===== src/rtl/display_scan_ctrl_if.sv =====
// Signal bundle between the scan controller and whatever loads display values
// and drives the 7-segment board (decoder nibble, digit select, anode blanking).
interface display_scan_ctrl_if;
  // load is a one-cycle strobe with no ready: it is always accepted outside
  // reset, and a later load before the frame boundary replaces the earlier one.
  logic        load;
  logic [15:0] value_in;
  logic        lz_blank_en;
  logic [3:0]  nibble_out;
  logic [1:0]  digit_sel;
  logic        blank;
  logic        frame_tick;
  logic        pending;

  modport master (
    output load, value_in, lz_blank_en,
    input  nibble_out, digit_sel, blank, frame_tick, pending
  );

  modport slave (
    input  load, value_in, lz_blank_en,
    output nibble_out, digit_sel, blank, frame_tick, pending
  );
endinterface


===== src/rtl/display_scan_ctrl.sv =====
// Time-multiplexed 4-digit scan controller with frame-synchronous value update,
// anti-ghosting blanking window and optional leading-zero suppression.
module display_scan_ctrl #(
  parameter int PRESCALE     = 50000,
  parameter int BLANK_CYCLES = 500
) (
  input logic                clk,
  input logic                rst,
  display_scan_ctrl_if.slave bus
);
  localparam int CW = $clog2(PRESCALE);
  localparam logic [CW-1:0] LAST = CW'(PRESCALE - 1);
  localparam logic [CW-1:0] BLK  = CW'(BLANK_CYCLES);

  logic [CW-1:0] cnt;
  logic [1:0]    dsel;
  logic [15:0]   disp;
  logic [15:0]   pend_val;
  logic          pend_q;
  logic          tick_q;
  logic          slot_end;
  logic          wrap;
  logic [3:0]    nib;
  logic          supp;

  assign slot_end = (cnt == LAST);
  assign wrap     = slot_end && (dsel == 2'd3);

  always_ff @(posedge clk or posedge rst) begin
    if (rst) begin
      cnt      <= '0;
      dsel     <= 2'd0;
      disp     <= 16'h0000;
      pend_val <= 16'h0000;
      pend_q   <= 1'b0;
      tick_q   <= 1'b0;
    end else begin
      cnt    <= slot_end ? '0 : cnt + CW'(1);
      tick_q <= wrap;
      if (slot_end)
        dsel <= dsel + 2'd1;
      // The display only moves at the 3->0 wrap so a frame is never torn;
      // a load on that same edge refills pending after the transfer.
      if (wrap && pend_q) begin
        disp   <= pend_val;
        pend_q <= 1'b0;
      end
      if (bus.load) begin
        pend_val <= bus.value_in;
        pend_q   <= 1'b1;
      end
    end
  end

  always_comb begin
    nib = disp[{dsel, 2'b00} +: 4];
  end

  // Digit 0 is never suppressed so an all-zero value still shows one "0".
  always_comb begin
    supp = 1'b0;
    if (bus.lz_blank_en) begin
      case (dsel)
        2'd3:    supp = (disp[15:12] == 4'h0);
        2'd2:    supp = (disp[15:8] == 8'h00);
        2'd1:    supp = (disp[15:4] == 12'h000);
        default: supp = 1'b0;
      endcase
    end
  end

  assign bus.nibble_out = nib;
  assign bus.digit_sel  = dsel;
  assign bus.blank      = rst | (cnt < BLK) | supp;
  assign bus.frame_tick = tick_q;
  assign bus.pending    = pend_q;
endmodule


===== src/flat_wrapper.sv =====
// flat-port wrapper written by rule: the top's interface ports become plain ports
module display_scan_ctrl_flat 
#(
  parameter int PRESCALE     = 50000,
  parameter int BLANK_CYCLES = 500
)
  (clk, rst, bus_load, bus_value_in, bus_lz_blank_en, bus_nibble_out, bus_digit_sel, bus_blank, bus_frame_tick, bus_pending);
  display_scan_ctrl_if bus_i ();
  input logic clk;
  input logic rst;
  input wire logic [$bits(bus_i.load)-1:0] bus_load;
  input wire logic [$bits(bus_i.value_in)-1:0] bus_value_in;
  input wire logic [$bits(bus_i.lz_blank_en)-1:0] bus_lz_blank_en;
  output wire logic [$bits(bus_i.nibble_out)-1:0] bus_nibble_out;
  output wire logic [$bits(bus_i.digit_sel)-1:0] bus_digit_sel;
  output wire logic [$bits(bus_i.blank)-1:0] bus_blank;
  output wire logic [$bits(bus_i.frame_tick)-1:0] bus_frame_tick;
  output wire logic [$bits(bus_i.pending)-1:0] bus_pending;
  assign bus_i.load = bus_load;
  assign bus_i.value_in = bus_value_in;
  assign bus_i.lz_blank_en = bus_lz_blank_en;
  assign bus_nibble_out = bus_i.nibble_out;
  assign bus_digit_sel = bus_i.digit_sel;
  assign bus_blank = bus_i.blank;
  assign bus_frame_tick = bus_i.frame_tick;
  assign bus_pending = bus_i.pending;
  display_scan_ctrl #(.PRESCALE(PRESCALE), .BLANK_CYCLES(BLANK_CYCLES)) u_core (.clk(clk), .rst(rst), .bus(bus_i));
endmodule

===== config.mk =====
export PLATFORM = sky130hd
export DESIGN_NAME = display_scan_ctrl_flat
export DESIGN_NICKNAME = d
export VERILOG_FILES = /design/src/rtl/display_scan_ctrl_if.sv /design/src/rtl/display_scan_ctrl.sv /design/src/flat_wrapper.sv
export SDC_FILE = /design/constraint.sdc
export NUM_CORES = 1
export LEC_CHECK = 0
export ABC_AREA = 1
export CORE_MARGIN = 8
export CORE_UTILIZATION = 55
export DETAILED_ROUTE_END_ITERATION = 10
export GPL_TIMING_DRIVEN = 0
export PLACE_DENSITY = 0.9
export SETUP_SLACK_MARGIN = 0.5
export SYNTH_ARGS = -nofsm -noshare
export SYNTH_HDL_FRONTEND = slang
export SYNTH_SLANG_ARGS = --single-unit

===== constraint.sdc =====
create_clock -name clk -period 4.85 [get_ports clk]
set_input_delay 1.2125 -clock clk [delete_from_list [all_inputs] [get_ports clk]]
set_output_delay 1.2125 -clock clk [all_outputs]
set_load 0.1 [all_outputs]

==> reports/results.ini, run 1 <==
[status]
outcome = finished, final reports clean

[grt]
grt_max_degree = 42
grt_pass1_vias = 2126
grt-ovfl-total = 0
grt_pass1_wl_mm = 9.92
gr-usage-all-layers = 0.170
antenna_found_initial = 0

[worst_setup_path]
worstPathCellList = inv_1 > clkbuf_1 > o21ai_0 > o22ai_1 > clkdlybuf4s50_1
startpoint_type = flip-flop
crit_fanout = 11
slowest_delay_ps = 1180
cp.arrival_ps = 2870
endpoint_kind = output pin
crit_slowest_cell = clkdlybuf4s50_1
required_ps = 3640
criticalPathCategory = flip-flop to output pin

[sta]
fin_skew_ps = 10.6
setup_viol = 0
final_max_slew_viol_count = 0
min_period_ps = 4080
tns_ps = 0
max_freq_ghz = 0.245
hold_viol = 0
rsz0062_at_grt = no
fin_crit_sh = 0.841
slew_headroom = 0.334
worstMarginPinSlew_ps = 996
post-route-worst-setup-slack_ps = 770

[clocking]
clkTransAtPathRegs_ps = 100
numCtsBuffers = 5
cts_sinks = 52
clkLatencyLatePin_ps = 310
root_buffer = clkbuf_8
h-tree-depth = 2
clock_path_buffers = 2
hold_buffers = 0
cts_tree = yes

[power_and_ir_drop]
power_leakage_nw = 1.53
power.density_nw_per_um2 = 257
ir_worst_vdd_v = 0.000207

[placed_design]
io_buffers = 27
gp_congestion = 0.918
post-place-ws_ps = 507
dpl.hpwl_mm = 4.06

[floorplan]
dieArea_sq_um = 7210
initial_core_util = 0.561
coreArea_sq_um = 4660
io_pins = 29
die_h_microns = 84.9
dieWidth_microns = 84.9
fp-row-count = 25

[layout]
area_growth_pct = 17.9
fin_nets = 381
final_cell_mix = nand2_1, dfrtp_1, nor2_1, clkdlybuf4s50_1, nand4_1
layout.cells.most_common = nand2_1
drive_gt1_frac = 0.0896
n_antenna_cell = 0

[detailed_routing]
drtPass1Iterations = 4
wl_per_cell_microns = 13.6
ant_nets = 0
drt_iter0_markers = 206
vias = 2134
via_per_inst = 5.19
drc = 0
totalWireLength_mm = 5.58

[synth]
synth_top_area_cell = dfrtp_1
yosys-top-cells-area = dfrtp_1, nand2_1, nor2_1
ys_types = 27
async_reset_ff_frac = 1.00
synthFlopType = dfrtp_1
synth-seq-area-share = 0.498
syn-num-nets = 346
synth-edff-count = 0
postSynthCellCount = 321
ys_ff_latch = 52
ys_warn_count = 0
synthesis.area_sq_um = 2610
synth_top_area_frac = 0.498
avgSynthCellArea_sq_um = 8.14

[worst_hold_path]
hp-class = flip-flop to flip-flop

[job]
drv_cap = 0

==> through the flow <==
| stage | hold slack, ps | power [W] | util | instances | instance area (sq um) |
|---|---|---|---|---|---|
| after floorplan | 442 | 0.000478 | - | 321 | 2610 |
| after global placement | 455 | 0.000498 | 0.633 | 402 | 2950 |
| after detailed placement | 468 | 0.000502 | 0.637 | 403 | 2970 |
| after CTS | 491 | 0.000801 | 0.661 | 411 | 3080 |
| after global routing | 511 | 0.000821 | 0.661 | 411 | 3080 |
| final | 488 | 0.000792 | 0.661 | 411 | 3080 |
==> routing by layer <==
metal  up-vias  routed length, microns  global-route usage
met5         -                       0                   0
met4         0                      86              0.0534
met2        57                    2600               0.275
li1       1092                       -                   -
met3         8                     288              0.0347
met1       977                    2610               0.221
==> path summary, 6_finish.rpt <==
kind	from	end	slack (ps)	cells after the start
worst max-delay path	u_core.bus.digit_sel[0]$_DFFE_PP0N_	bus_nibble_out[0]	770	5
worst min-delay path	u_core.pend_val[1]$_DFFE_PP0P_	u_core.pend_val[1]$_DFFE_PP0P_	490	2
worst max register to register	u_core.cnt[0]$_DFF_PP0_	u_core.cnt[6]$_DFF_PP0_	3170	6
worst min register to register	u_core.pend_val[1]$_DFFE_PP0P_	u_core.pend_val[1]$_DFFE_PP0P_	490	2
max in group asynchronous	rst	u_core.cnt[1]$_DFF_PP0_	3170	3
min in group asynchronous	rst	u_core.cnt[8]$_DFF_PP0_	1200	2
==> report_power, final <==
group	internal [W]	total [W]	switching, W
logic	0.0000204	0.0000404	0.0000201
clock network	0.000156	0.000299	0.000143
registers	0.000445	0.000453	0.00000752
total	0.000621	0.000792	0.000171
==> critical path: cells and delay by family (launching register included) <==
kind | cells | cell delay (ps)
AOI/OAI and AO/OA | 2 | 340
buffers and inverters | 3 | 1700
DFF | 1 | 500
==> cells in the mapped netlist (3+ instances only) <==
cell type,instances
a21oi_1,7
inv_1,19
clkbuf_1,3
nor3b_1,3
xor2_1,9
o21ai_0,8
ha_1,5
inv_2,4
nor2_4,4
nand3_1,7
dfrtp_1,52
buf_2,5
nor2_1,37
nand2_1,118
nand4_1,21
buf_6,3
==> state kept, by name, indices dropped and copies added (netlist names) <==
register / cells
u_core.disp: 16
u_core.cnt: 16
u_core.bus.frame_tick: 1
u_core.pend_val: 16
u_core.bus.pending: 1
u_core.bus.digit_sel: 2
==> timing repair <==
item	CTS	global route
setup buffers	0	0
setup endpoints to repair	1	0
gates resized for setup	1	0
==> cell type report <==
type | instances | area (sq um)
multi-input cells | 234 | 1150
clock buffers | 6 | 72.6
flip-flops and latches | 52 | 1300
inverters | 24 | 90.1
plain buffers | 11 | 70.1
clock inverters | 2 | 38.8
well taps | 54 | 67.6
fillers | 356 | 1580
repair buffers | 28 | 289
==> cells by family after synthesis <==
family / Yosys count / share of synthesized area
adder cells (fa/ha/maj): 5 / 0.0239
XOR/XNOR: 10 / 0.0335
flip-flops: 52 / 0.498
AO/OA/AOI/OAI: 22 / 0.0455
AND/OR/NAND/NOR: 197 / 0.338
buffers and inverters: 35 / 0.0613
Power figures use the tool's default switching activity.
==> run 2: changes to the inputs <==
Settings changed: CORE_UTILIZATION 55 to 50, PLACE_DENSITY 0.9 to 0.87.
Clock period 4.85 ns to 3.6 ns, I/O delays scaled along.
==> run 2 against run 1 <==
Against the previous run:
- clock power is 14% higher
- first-iteration DRC count is 29% lower
- wire length is 3.4% higher
- sequential share of layout area is 0.056 points lower
==> reports/results.ini, run 2 (synthesis results as in run 1) <==
[floorplan]
coreArea_sq_um = 5070  ; +8.9%
initial_core_util = 0.515  ; -0.0457
io_pins = 29  ; unchanged
die_h_microns = 88.3  ; +4.0%
dieWidth_microns = 88.3  ; +4.0%
fp-row-count = 26  ; +4.0%
dieArea_sq_um = 7790  ; +8.1%

[placed_design]
gp_congestion = 0.877  ; -4.4%
dpl.hpwl_mm = 4.24  ; +4.3%
dpl_cell_area_sq_um = 3020  ; +1.5%
io_buffers = 27  ; unchanged

[detailed_routing]
drt_iter0_markers = 146  ; -29%
wl_per_cell_microns = 13.5  ; -0.51%
vias = 2210  ; +3.6%
ant_nets = 0  ; unchanged
via_per_inst = 5.18  ; -0.32%
totalWireLength_mm = 5.77  ; +3.4%
drc = 0  ; unchanged
drtPass1Iterations = 4  ; unchanged

[sta]
min_period_ps = 2950
max_freq_ghz = 0.339
final_max_slew_viol_count = 0  ; unchanged
fin_skew_ps = 12.0  ; +1.34 ps
hold_viol = 0  ; unchanged
worstMarginPinSlew_ps = 976  ; -19.5 ps
slew_headroom = 0.347  ; +0.0131
setup_viol = 0  ; unchanged
fin_crit_sh = 0.820
rsz0062_at_grt = yes

[layout]
fin_nets = 381  ; unchanged
final_cell_area_sq_um = 3090  ; +0.32%
n_antenna_cell = 0  ; unchanged
final_cell_mix = nand2_1, dfrtp_1, nor2_1, clkdlybuf4s50_1, nand4_1
reg_top3 = u_core.cnt: 16 flops, u_core.disp: 16 flops, u_core.pend_val: 16 flops
layout.cells.most_common = nand2_1
area_growth_pct = 18.3
fillers = 442  ; +24%
multiInputGateArea_sq_um = 1170  ; +2.0%
fin_util = 0.609  ; -0.0520
drive_gt1_frac = 0.123  ; +0.0336
ff_latch_area_sq_um = 1300  ; +0.19%

[worst_setup_path]
crit_top_cell = nand2_1
startpoint_type = flip-flop
worstPathCellList = inv_1 > clkbuf_1 > ha_1 > inv_1 > nand2_1 > nand2_1 > nand2_1 > nand2_1 > nand2_2 > buf_6
cp.arrival_ps = 2050  ; -820 ps
endpoint_kind = output pin
criticalPathCategory = flip-flop to output pin
crit_fanout = 11  ; unchanged
slowest_delay_ps = 490  ; -690 ps
required_ps = 2700  ; -940 ps
crit_slowest_cell = dfrtp_2

[worst_hold_path]
hp-class = flip-flop to flip-flop

[clocking]
root_buffer = clkbuf_8
hold_buffers = 0  ; unchanged
h-tree-depth = 2  ; unchanged
cts_tree = yes
cts_sinks = 52  ; unchanged
numCtsBuffers = 5  ; unchanged
clkTransAtPathRegs_ps = 90  ; about the same
cts_setup_buffers = 0  ; unchanged
clkLatencyLatePin_ps = 300  ; about the same
clock_path_buffers = 2  ; unchanged

[grt]
grt-ovfl-total = 0  ; unchanged
antenna_found_initial = 0  ; unchanged
grt_pass1_vias = 2224  ; +4.6%
gr-usage-all-layers = 0.161  ; -0.00813
grt_pass1_wl_mm = 9.94  ; +0.14%
grt_max_degree = 43  ; +2.4%

[power_and_ir_drop]
combPwrFrac = 0.055  ; +0.004
seq_power_share = 0.606  ; +0.035
power_switching_share = 0.222  ; +0.00607
internal_power_w = 0.000783  ; +26%
ir_worst_vdd_v = 0.000221  ; +6.6%
pwr-share-clk = 0.340  ; -0.038
power.density_nw_per_um2 = 326  ; +27%
p_sw_w = 0.000223  ; +31%
power_leakage_nw = 1.53  ; +0.19%

[job]
drv_cap = 0  ; unchanged

[status]
outcome = finished, final reports clean

[run 2: cell count changes in the layout (fill, tap and decap cells not counted), sizes merged]
cell	previous run	this run
buf	9	14
clkdlybuf4s50	26	22
bufinv	1	0
clkbuf	9	10
clkinvlp	0	1
dlygate4sd2	1	0
inv	24	23
[run 2: repair_timing]
action / in CTS / in global routing
pin swaps: 0 / 0
gates resized for setup: 15 / 13
endpoints found under the setup margin: 5 / 5
[run 2: final cells by class]
class,instances,area share
Clock buffer,7,0.0279
Timing Repair Buffer,28,0.0879
Inverter,24,0.0291
Sequential cell,52,0.422
Buffer,11,0.0227
Multi-Input combinational cell,234,0.380
Tap cell,70,0.0283
Clock inverter,1,0.00243
[run 2: path summary, 6_finish.rpt]
kind | startpoint | end | slack, ps | cells past startpoint
min | u_core.pend_val[0]$_DFFE_PP0P_ | u_core.pend_val[0]$_DFFE_PP0P_ | 480 | 2
min reg2reg | u_core.pend_val[0]$_DFFE_PP0P_ | u_core.pend_val[0]$_DFFE_PP0P_ | 480 | 2
max | u_core.bus.digit_sel[0]$_DFFE_PP0N_ | bus_blank | 650 | 10
min in group asynchronous | rst | u_core.cnt[12]$_DFF_PP0_ | 880 | 2
max reg2reg | u_core.cnt[0]$_DFF_PP0_ | u_core.disp[12]$_DFFE_PP0P_ | 1940 | 8
max in group asynchronous | rst | u_core.bus.digit_sel[0]$_DFFE_PP0N_ | 2210 | 3
[run 2: power by group through the flow]
stage / Sequential (W) / Combinational [W] / Clock, W
after floorplan: 0.000617 / 0.0000273 / 0
after global placement: 0.000620 / 0.0000517 / 0
after detailed placement: 0.000621 / 0.0000565 / 0
after CTS: 0.000609 / 0.0000566 / 0.000350
after global routing: 0.000611 / 0.0000638 / 0.000377
final: 0.000610 / 0.0000550 / 0.000342
[run 2: per-stage QoR]
| stage | std cells | hold slack [ps] | worst slack [ps] | setup TNS, ps | total power [W] |
|---|---|---|---|---|---|
| after floorplan | 321 | 442 | 596 | 0 | 0.000644 |
| after global placement | 418 | 455 | -93.0 | -93.0 | 0.000672 |
| after detailed placement | 419 | 461 | -90.5 | -90.5 | 0.000678 |
| after CTS | 427 | 484 | 327 | 0 | 0.00102 |
| after global routing | 427 | 506 | 441 | 0 | 0.00105 |
| final | 427 | 480 | 647 | 0 | 0.00101 |
[run 2: critical path, delay by kind of cell, from the launching register on]
kind          cells  cell delay (ps)
simple gates      5              290
fa+ha+maj         1              230
flops             1              490
buf+inv           4              730
[run 2: per-layer routing]
metal  wire [microns]  global-route usage
met5                0                   0
met4              127              0.0737
met3              312              0.0288
met2             2680               0.253
met1             2650               0.212
==> run 3: changes to the inputs <==
Settings changed: CORE_UTILIZATION 50 to 55, PLACE_DENSITY 0.87 to 0.9.
Clock period 3.6 ns to 3 ns, I/O delays scaled along.
==> run 3 against run 2 <==
Against the previous run:
- utilization increased by 8.7 points
- clock-buffer cell count fell by 2
- sequential share of layout area down 2.0 points
- final cell count is 1.9% lower
- clock power is 41% higher
- largest cell class unchanged
- sequential cell count did not move
- via count is 4.1% higher
==> reports/results.ini, run 3 (synthesis results as in run 1) <==
[detailed_routing]
drt_iter0_markers = 216  ; +48%
drc = 0  ; unchanged
wl_per_cell_microns = 14.8  ; +9.2%
drtPass1Iterations = 4  ; unchanged
totalWireLength_mm = 6.18  ; +7.2%
vias = 2300  ; +4.1%
ant_nets = 0  ; unchanged
via_per_inst = 5.49  ; +6.1%

[layout]
final_cell_mix = nand2_1, dfrtp_1, nor2_1, nand4_1, clkdlybuf4s50_1
n_antenna_cell = 0  ; unchanged
fin_util = 0.696  ; +0.0871
reg_top3 = u_core.cnt: 16 flops, u_core.disp: 16 flops, u_core.pend_val: 16 flops
fin_nets = 389  ; +2.1%
drive_gt1_frac = 0.167  ; +0.0439
area_growth_pct = 24.2
layout.cells.most_common = nand2_1
final_cell_area_sq_um = 3240  ; +5.0%

[power_and_ir_drop]
internal_power_w = 0.00100  ; +28%
power_leakage_nw = 1.61  ; +5.1%
combPwrFrac = 0.052  ; -0.003
pwr-share-clk = 0.377  ; +0.037
seq_power_share = 0.571  ; -0.035
ir_worst_vdd_v = 0.000331  ; +50%
power_switching_share = 0.220  ; -0.00217
power.density_nw_per_um2 = 395  ; +21%
p_sw_w = 0.000281  ; +26%

[placed_design]
io_buffers = 27  ; unchanged
gp_congestion = 0.910  ; +3.8%
dpl.hpwl_mm = 4.21  ; -0.51%
dpl_cell_area_sq_um = 3070  ; +1.8%

[worst_setup_path]
slowest_delay_ps = 470  ; -20 ps
endpoint_kind = output pin
cp.arrival_ps = 1810  ; -240 ps
crit_cells = 8  ; -2
endpoint = bus_blank
crit_fanout = 9  ; -2
worstPathCellList = buf_4 > ha_1 > buf_2 > inv_2 > nand2_1 > nand2_2 > nand2_8 > buf_12
r2r-end = u_core.disp[12]$_DFFE_PP0P_
r2r_cells = 8  ; unchanged
critPathBufInv = 4  ; unchanged
reg2reg_slack_ps = 1290  ; -650 ps
startpoint_type = flip-flop
r2r-start = u_core.cnt[0]$_DFF_PP0_
required_ps = 2250  ; -450 ps
crit_path_start = u_core.bus.digit_sel[0]$_DFFE_PP0N_
criticalPathCategory = flip-flop to output pin
crit_slowest_cell = dfrtp_2
path_delay_family = buffers and inverters

[sta]
slew_headroom = 0.365  ; +0.0176
setup_viol = 0  ; unchanged
fin_crit_sh = 0.854
worstMarginPinSlew_ps = 957  ; -19.5 ps
final_max_slew_viol_count = 0  ; unchanged
rsz0062_at_grt = yes
fin_skew_ps = 11.2  ; -0.745 ps
min_period_ps = 2560
hold_viol = 0  ; unchanged
max_freq_ghz = 0.390

[grt]
antenna_found_initial = 0  ; unchanged
gr-usage-all-layers = 0.169  ; +0.00714
grt-ovfl-total = 0  ; unchanged
grt_pass1_vias = 2239  ; +0.67%
grt_max_degree = 43  ; unchanged
grt_pass1_wl_mm = 10.0  ; +0.69%

[floorplan]
dieWidth_microns = 84.9  ; -3.8%
die_h_microns = 84.9  ; -3.8%
fp-row-count = 25  ; -3.8%
initial_core_util = 0.561  ; +0.0457
dieArea_sq_um = 7210  ; -7.5%
coreArea_sq_um = 4660  ; -8.2%
io_pins = 29  ; unchanged

[clocking]
root_buffer = clkbuf_8
h-tree-depth = 2  ; unchanged
numCtsBuffers = 5  ; unchanged
cts_tree = yes
cts_sinks = 52  ; unchanged
clkTransAtPathRegs_ps = 100  ; about the same
clock_path_buffers = 2  ; unchanged
clkLatencyLatePin_ps = 310  ; about the same

[worst_hold_path]
min_path_cells = 2  ; unchanged
hp-class = flip-flop to flip-flop

[job]
drv_cap = 0  ; unchanged

[status]
outcome = finished, final reports clean

==> run 3: how the worst min path moves through the flow <==
| stage | slack [ps] | end | from |
|---|---|---|---|
| after global routing | 500 | u_core.pend_val[1]$_DFFE_PP0P_ | u_core.pend_val[1]$_DFFE_PP0P_ |
| after detailed placement | 460 | u_core.pend_val[15]$_DFFE_PP0P_ | u_core.pend_val[15]$_DFFE_PP0P_ |
| final | 480 | u_core.pend_val[15]$_DFFE_PP0P_ | u_core.pend_val[15]$_DFFE_PP0P_ |
| after floorplan | 440 | u_core.pend_val[10]$_DFFE_PP0P_ | u_core.pend_val[10]$_DFFE_PP0P_ |
| after global placement | 460 | u_core.pend_val[6]$_DFFE_PP0P_ | u_core.pend_val[6]$_DFFE_PP0P_ |
| after CTS | 480 | u_core.pend_val[15]$_DFFE_PP0P_ | u_core.pend_val[15]$_DFFE_PP0P_ |
==> run 3: area by class of cell <==
type	instances	area, sq um
Multi-Input combinational cell	234	1240
Inverter	24	93.8
Fill cell	343	1420
Sequential cell	52	1300
Clock inverter	3	42.5
Tap cell	54	67.6
Timing Repair Buffer	36	345
Buffer	11	81.3
Clock buffer	5	68.8
==> run 3: timing repair <==
action	CTS	global route
pin swaps	0	5
setup buffers	0	8
hold buffers	0	0
resized for setup	33	9
endpoints found under the setup margin	9	4
==> run 3: worst register-to-register path, stage by stage (launching register included) <==
cell and delay, ps:
dfrtp_1 470, ha_1 280, nand2_2 90, nor2_4 150, nand3_2 110, nor2_4 180
buf_6 170, nand4_1 120, nand2_1 100
==> run 3: metal layers <==
layer  GRT usage  share of wire  up-vias
met5           0              0        -
met4      0.0615          0.016        0
met3      0.0376          0.049        9
met2       0.272           0.48       88
met1       0.215           0.46     1098
li1            -              -     1105
==> run 3: stage by stage <==
stage | std cells | setup slack, ps | hold WS [ps] | power, W | setup TNS, ps
5_1_grt | 419 | 357 | 501 | 0.00132 | 0
3_3_place_gp | 402 | -407 | 457 | 0.000805 | -540
2_1_floorplan | 321 | 505 | 442 | 0.000773 | 0
4_1_cts | 411 | 314 | 483 | 0.00128 | 0
6_report | 419 | 437 | 484 | 0.00128 | 0
3_5_place_dp | 403 | -429 | 460 | 0.000813 | -429
==> run 3: power by group through the flow <==
stage	clock (W)	sequential, W	combinational [W]
finish	0.000483	0.000731	0.0000670
CTS	0.000483	0.000731	0.0000685
global placement	0	0.000743	0.0000618
floorplan	0	0.000741	0.0000328
global route	0.000514	0.000733	0.0000769
detailed placement	0	0.000744	0.0000684
